### src/rtl/ps2_pkg.sv
// Shared PS/2 definitions: transmitter state encoding, timing defaults and
// the host command bytes used by the memory-mapped I/O logic.
package ps2_pkg;

  typedef enum logic [2:0] {
    ST_IDLE      = 3'd0,
    ST_INHIBIT   = 3'd1,
    ST_REQ       = 3'd2,
    ST_SHIFT     = 3'd3,
    ST_ACK       = 3'd4,
    ST_WAIT_IDLE = 3'd5
  } ps2_tx_state_e;

  // 100 us inhibit and 20 ms watchdog at a 50 MHz CPU clock
  localparam int PS2_INHIBIT_CYCLES_DEF = 5000;
  localparam int PS2_TIMEOUT_CYCLES_DEF = 1000000;

  localparam logic [7:0] PS2_CMD_RESET    = 8'hFF;
  localparam logic [7:0] PS2_CMD_SET_LEDS = 8'hED;

  // PS/2 frames carry odd parity over the eight data bits
  function automatic logic odd_parity(input logic [7:0] data);
    return ~^data;
  endfunction

endpackage

### src/rtl/ps2_sync_edge.sv
// Two-flop synchronizer for the PS/2 clock and data pins plus a falling-edge
// detect on the synchronized clock. Shared by the receiver and transmitter.
module ps2_sync_edge (
  input  logic clk,
  input  logic reset,
  input  logic ps2_clk_in,
  input  logic ps2_data_in,
  output logic clk_sync,
  output logic data_sync,
  output logic fall
);

  logic clk_meta;
  logic data_meta;
  logic clk_prev;

  // synchronizer chain; idle bus level is high, so reset to 1 to avoid a false edge
  always_ff @(posedge clk) begin
    if (reset) begin
      clk_meta  <= 1'b1;
      clk_sync  <= 1'b1;
      clk_prev  <= 1'b1;
      data_meta <= 1'b1;
      data_sync <= 1'b1;
    end else begin
      clk_meta  <= ps2_clk_in;
      clk_sync  <= clk_meta;
      clk_prev  <= clk_sync;
      data_meta <= ps2_data_in;
      data_sync <= data_meta;
    end
  end

  assign fall = clk_prev & ~clk_sync;

endmodule

### src/rtl/ps2_tx.sv
// Host-to-device PS/2 transmitter: inhibit, request-to-send, shift out
// {stop, parity, data} on device clock falls, then check the device ACK.
// Optional watchdog enabled by defining PS2_TX_TIMEOUT_EN.
//
// state      | meaning
// -----------+-----------------------------------------------------------
// IDLE       | ready; both lines released
// INHIBIT    | clock held low for INHIBIT_CYCLES
// REQ        | start bit (data low), clock released, wait first device fall
// SHIFT      | presenting D0..D7, parity, stop on successive falls
// ACK        | stop presented; sample device ACK on the 11th fall
// WAIT_IDLE  | ACK seen; wait for clock and data both high, then done
module ps2_tx
  import ps2_pkg::*;
#(
  parameter int INHIBIT_CYCLES = PS2_INHIBIT_CYCLES_DEF,
  parameter int TIMEOUT_CYCLES = PS2_TIMEOUT_CYCLES_DEF
) (
  input  logic       clk,
  input  logic       reset,
  input  logic       start,
  input  logic [7:0] tx_data,
  output logic       ready,
  output logic       busy,
  output logic       done,
  output logic       err,
  input  logic       ps2_clk_in,
  input  logic       ps2_data_in,
  output logic       ps2_clk_oe,
  output logic       ps2_data_oe
);

  localparam int IW = $clog2(INHIBIT_CYCLES + 1);

  ps2_tx_state_e state, next_state;

  logic          clk_sync, data_sync, fall;
  logic [9:0]    frame;
  logic [3:0]    idx;
  logic [3:0]    idx_pres;
  logic [IW-1:0] inh_cnt;
  logic          accept;
  logic          tmo;

  logic clk_oe_d, data_oe_d, done_d, err_d, ready_d;

  ps2_sync_edge u_sync (
    .clk        (clk),
    .reset      (reset),
    .ps2_clk_in (ps2_clk_in),
    .ps2_data_in(ps2_data_in),
    .clk_sync   (clk_sync),
    .data_sync  (data_sync),
    .fall       (fall)
  );

  assign accept = start && ready && (state == ST_IDLE);

`ifdef PS2_TX_TIMEOUT_EN
  localparam int TW = $clog2(TIMEOUT_CYCLES + 1);
  logic [TW-1:0] tmo_cnt;

  // watchdog: reloaded throughout INHIBIT so it starts fresh on clock release,
  // then counts down and holds at zero
  always_ff @(posedge clk) begin
    if (reset)
      tmo_cnt <= '0;
    else if (state == ST_INHIBIT)
      tmo_cnt <= TW'(TIMEOUT_CYCLES - 1);
    else if (tmo_cnt != '0)
      tmo_cnt <= tmo_cnt - 1'b1;
  end

  assign tmo = (state inside {ST_REQ, ST_SHIFT, ST_ACK, ST_WAIT_IDLE}) && (tmo_cnt == '0);
`else
  assign tmo = 1'b0;
`endif

  // frame latch, inhibit timer and bit index
  always_ff @(posedge clk) begin
    if (reset) begin
      frame   <= '0;
      inh_cnt <= '0;
      idx     <= '0;
    end else begin
      if (accept) begin
        frame   <= {1'b1, odd_parity(tx_data), tx_data};
        inh_cnt <= IW'(INHIBIT_CYCLES - 1);
      end else if (state == ST_INHIBIT && inh_cnt != '0) begin
        inh_cnt <= inh_cnt - 1'b1;
      end
      if (fall && (state == ST_REQ || state == ST_SHIFT))
        idx <= idx_pres;
    end
  end

  // state register
  always_ff @(posedge clk) begin
    if (reset) state <= ST_IDLE;
    else       state <= next_state;
  end

  // next-state logic; a timeout overrides a coincident fall
  always_comb begin
    next_state = state;
    unique case (state)
      ST_IDLE:      if (accept) next_state = ST_INHIBIT;
      ST_INHIBIT:   if (inh_cnt == '0) next_state = ST_REQ;
      ST_REQ: begin
        if (tmo)       next_state = ST_IDLE;
        else if (fall) next_state = ST_SHIFT;
      end
      ST_SHIFT: begin
        if (tmo)                       next_state = ST_IDLE;
        else if (fall && idx == 4'd8)  next_state = ST_ACK;
      end
      ST_ACK: begin
        if (tmo)       next_state = ST_IDLE;
        else if (fall) next_state = data_sync ? ST_IDLE : ST_WAIT_IDLE;
      end
      ST_WAIT_IDLE: begin
        if (tmo)                        next_state = ST_IDLE;
        else if (clk_sync && data_sync) next_state = ST_IDLE;
      end
      default: next_state = ST_IDLE;
    endcase
  end

  // next output values, derived from the upcoming state and this cycle's events
  always_comb begin
    idx_pres  = (state == ST_REQ) ? 4'd0 : 4'(idx + 4'd1);
    clk_oe_d  = 1'b0;
    data_oe_d = 1'b0;
    unique case (next_state)
      ST_INHIBIT: clk_oe_d  = 1'b1;
      ST_REQ:     data_oe_d = 1'b1;
      ST_SHIFT:   data_oe_d = fall ? ~frame[idx_pres] : ps2_data_oe;
      default:    data_oe_d = 1'b0;
    endcase
    err_d   = tmo || (state == ST_ACK && fall && data_sync);
    done_d  = !tmo && (state == ST_WAIT_IDLE) && clk_sync && data_sync;
    ready_d = (next_state == ST_IDLE) && !done_d && !err_d;
  end

  // registered outputs
  always_ff @(posedge clk) begin
    if (reset) begin
      ready       <= 1'b1;
      busy        <= 1'b0;
      done        <= 1'b0;
      err         <= 1'b0;
      ps2_clk_oe  <= 1'b0;
      ps2_data_oe <= 1'b0;
    end else begin
      ready       <= ready_d;
      busy        <= ~ready_d;
      done        <= done_d;
      err         <= err_d;
      ps2_clk_oe  <= clk_oe_d;
      ps2_data_oe <= data_oe_d;
    end
  end

endmodule
### config.mk
export PLATFORM = sky130hd
export DESIGN_NAME = ps2_tx
export DESIGN_NICKNAME = d
export VERILOG_FILES = /design/src/rtl/ps2_pkg.sv /design/src/rtl/ps2_sync_edge.sv /design/src/rtl/ps2_tx.sv
export SDC_FILE = /design/constraint.sdc
export NUM_CORES = 1
export LEC_CHECK = 0
export ABC_AREA = 1
export BUFFER_PORTS_ARGS = -buffer_cell sky130_fd_sc_hd__buf_4
export CAP_MARGIN = 10
export CELL_PAD_IN_SITES_DETAIL_PLACEMENT = 1
export CELL_PAD_IN_SITES_GLOBAL_PLACEMENT = 1
export CORE_ASPECT_RATIO = 0.7
export CORE_MARGIN = 2
export CORE_UTILIZATION = 43
export DETAILED_ROUTE_END_ITERATION = 12
export PLACE_DENSITY_LB_ADDON = 0.3
export SLEW_MARGIN = 20
export SYNTH_ARGS = -nofsm -noshare
export SYNTH_HDL_FRONTEND = slang
export SYNTH_SLANG_ARGS = --single-unit
### constraint.sdc
create_clock -name clk -period 1.9 [get_ports clk]
set_input_delay 0.285 -clock clk [delete_from_list [all_inputs] [get_ports clk]]
set_output_delay 0.285 -clock clk [all_outputs]
set_load 0.01 [all_outputs]
==> out/results.tsv <==
metric	value	unit
Hold WS	0.174	ns
register area share after synthesis	39.7	%
post-layout net count	321	
Mapped Cells	283	
Rel. slew slack	67.3	%
critical path fanouts, max	16	
count of final max-slew check failures	0	
H-tree lvl count	2	
1st-pass router iterations	4	
HP Class	in2reg	
status	complete, no violations	
Slew @ Worst Pin	0.488	ns
gr ovfl total	0	
via density per instance	5.04	
Synth top area share	39.7	%
Core Area	4700	sq um
area delta synth->final	13.8	%
clock sinks	41	
synthesized net count	300	
post-CTS sizing	0	
Port-buffer cells	18	
DR vias	1825	
share of cells above drive strength 1	18.7	%
Antenna Nets Post-Route	0	
Arrival @ worst endpoint	1.88	ns
Multi-input gate area	1080	sq um
first-pass GRT wire length	7980	um
routability cong.	0.943	
Crit. End Element	flip-flop	
Num CTS Buffers	5	
Ports	19	
Cell Pwr Density	1500	nW/um^2
largest family of logic cells by synthesized area	simple AND/OR/NAND/NOR gates	
DP HPWL	3740	um
antenna violations before repair	0	
synth top area cells	dfxtp_1 (40%), nand2_1 (8.7%), nor2_1 (7.8%)	
remaining routing DRC violations	0	
RSZ-0062 raised after global routing	false	
Die Y	62.0	um
fill cell total of the finished layout	613	
largest net degree at the start of global routing	17	
DR WL/cell	13.5	um
die width	86.9	um
CTS tree	built	
Reg2Reg Setup Slack	0.21	ns
minimum clock period	1.69	ns
root buffer cell	clkbuf_8	
Synth area leader	dfxtp_1	
XOR/XNOR Fraction of Synth Area	5.93	%
crit share post-route	89.0	%
GRT Util Overall	19.5	%
Clk Latency, worst-skew pair	0.29	ns
Clock Skews	0.00597	ns
post-synthesis simple-gate area fraction	33.0	%
synthesized flop and latch total	41	
cts-stage hold buffer count	0	
Clock Path Buffers	2	
final WL	4870	um
Post-Synth Adder-Cell Area	2.42	%
Netlist cell types	33	
mux cell area share after synthesis	0	%
Hold Vio Cnt, Final	0	
Pleak	1.07	nW
leading cell type in the layout, fill and taps excluded	nand2_1	
Clock Pin Slew Worst Setup and Hold Paths	0.08	ns
FMAX	591	MHz
Setup TNS	0	ns
Post-CTS Setup Bufs	0	
vias in the first global route	1680	
initial core utilization	44.0	%
CP required	2.08	ns
Post-Syn Area	2070	sq um
Peak VDD IR	0.536	mV
# rows	21	
YS warnings	0	
syn_area_per_cell	7.31	sq um
CP Class	reg2reg	
initial DRC count	64	
most frequent cells in the layout	nand2_1 (48), nor2_1 (43), dfxtp_1 (41)	
post-synthesis compound-gate area fraction	11.0	%
Max Cap Viol	0	
Worst setup SP type	flip-flop	
post-layout util	50.0	%
Die ar.	5390	sq um
Register Area	821	sq um
number of diodes	0	
endpoints failing setup	0	
critical path, cell delays in order (launching register included):
cell	delay [ns]
dfxtp_1	0.38
inv_1	0.13
nand2_1	0.11
inv_2	0.09
nand4_4	0.23
nand2_4	0.17
inv_1	0.13
a211oi_1	0.27
nor2_1	0.06
flip-flops by register name, summed over array words and instances, names as in the netlist, 3 cells and up:
signal	cells
inh_cnt	13
frame	10
idx	4
state	3
synthesized netlist by cell type:
cell type   n
nand2_1    48
nor2_1     43
dfxtp_1    41
inv_1      29
o21ai_0    19
a21oi_1    16
nand3_1    16
xnor2_1    10
nor2_2      7
inv_2       6
or2_2       5
ha_1        4
nand2_2     4
nor3_1      4
o211ai_1    4
xor2_1      4
nand4_1     3
buf_2       2
clkbuf_1    2
nand2_4     2
nor4_1      2
a211oi_1    1
a31oi_1     1
buf_1       1
buf_6       1
nand2_8     1
nand3_2     1
nand3b_1    1
nand4_4     1
nor3_4      1
o21ai_2     1
or2_0       1
or2_1       1
layout make-up:
cell class | instances | area share [%]
flip-flops and latches | 41 | 34.9
clock inverters | 2 | 0.585
clock buffers | 6 | 3.51
inverters | 35 | 5.58
multi-input cells | 201 | 46.0
repair buffers | 20 | 6.38
well taps | 57 | 3.03
path summary, 6_finish.rpt:
check	depth (start not counted)	endpoint	startpoint
hold reg to reg	1	u_sync.data_sync	u_sync.data_meta
setup reg to reg	8	inh_cnt[0]	state[1]
setup / recovery	8	inh_cnt[0]	state[1]
hold / removal	2	u_sync.data_meta	ps2_data_in
logic make-up (layout without fill, tap and decap cells):
| family | Yosys count | after routing |
|---|---|---|
| simple gates | 141 | 141 |
| compound gates | 42 | 42 |
| buf+inv | 41 | 63 |
| flops | 41 | 41 |
| fa+ha+maj | 4 | 4 |
| xor+xnor | 14 | 14 |
through the flow:
step | instances | setup WS (ns) | total power, W | cell area, sq um
2_1_floorplan | 283 | 0.451 | 0.00255 | 2070
3_3_place_gp | 354 | 0.295 | 0.00287 | 2260
3_5_place_dp | 354 | 0.254 | 0.00293 | 2260
4_1_cts | 362 | 0.199 | 0.00355 | 2350
5_1_grt | 362 | 0.0607 | 0.00385 | 2350
6_report | 362 | 0.209 | 0.00352 | 2350
metal layers:
metal / track usage [%] / vias up / part of all wire (%)
li1: - / 941 / -
met1: 28.9 / 851 / 54
met2: 28.6 / 29 / 43
met3: 4.36 / 4 / 3.0
met4: 5.36 / 0 / 0.82
met5: 0 / - / 0
report_power, final:
| group | leakage (nW) | internal [W] | switching (W) |
|---|---|---|---|
| combinational | 0.683 | 0.000625 | 0.00102 |
| clock | 0.0512 | 0.000295 | 0.000310 |
| sequential | 0.337 | 0.00108 | 0.000192 |
| total | 1.07 | 0.00200 | 0.00152 |
Power figures use the tool's default switching activity.
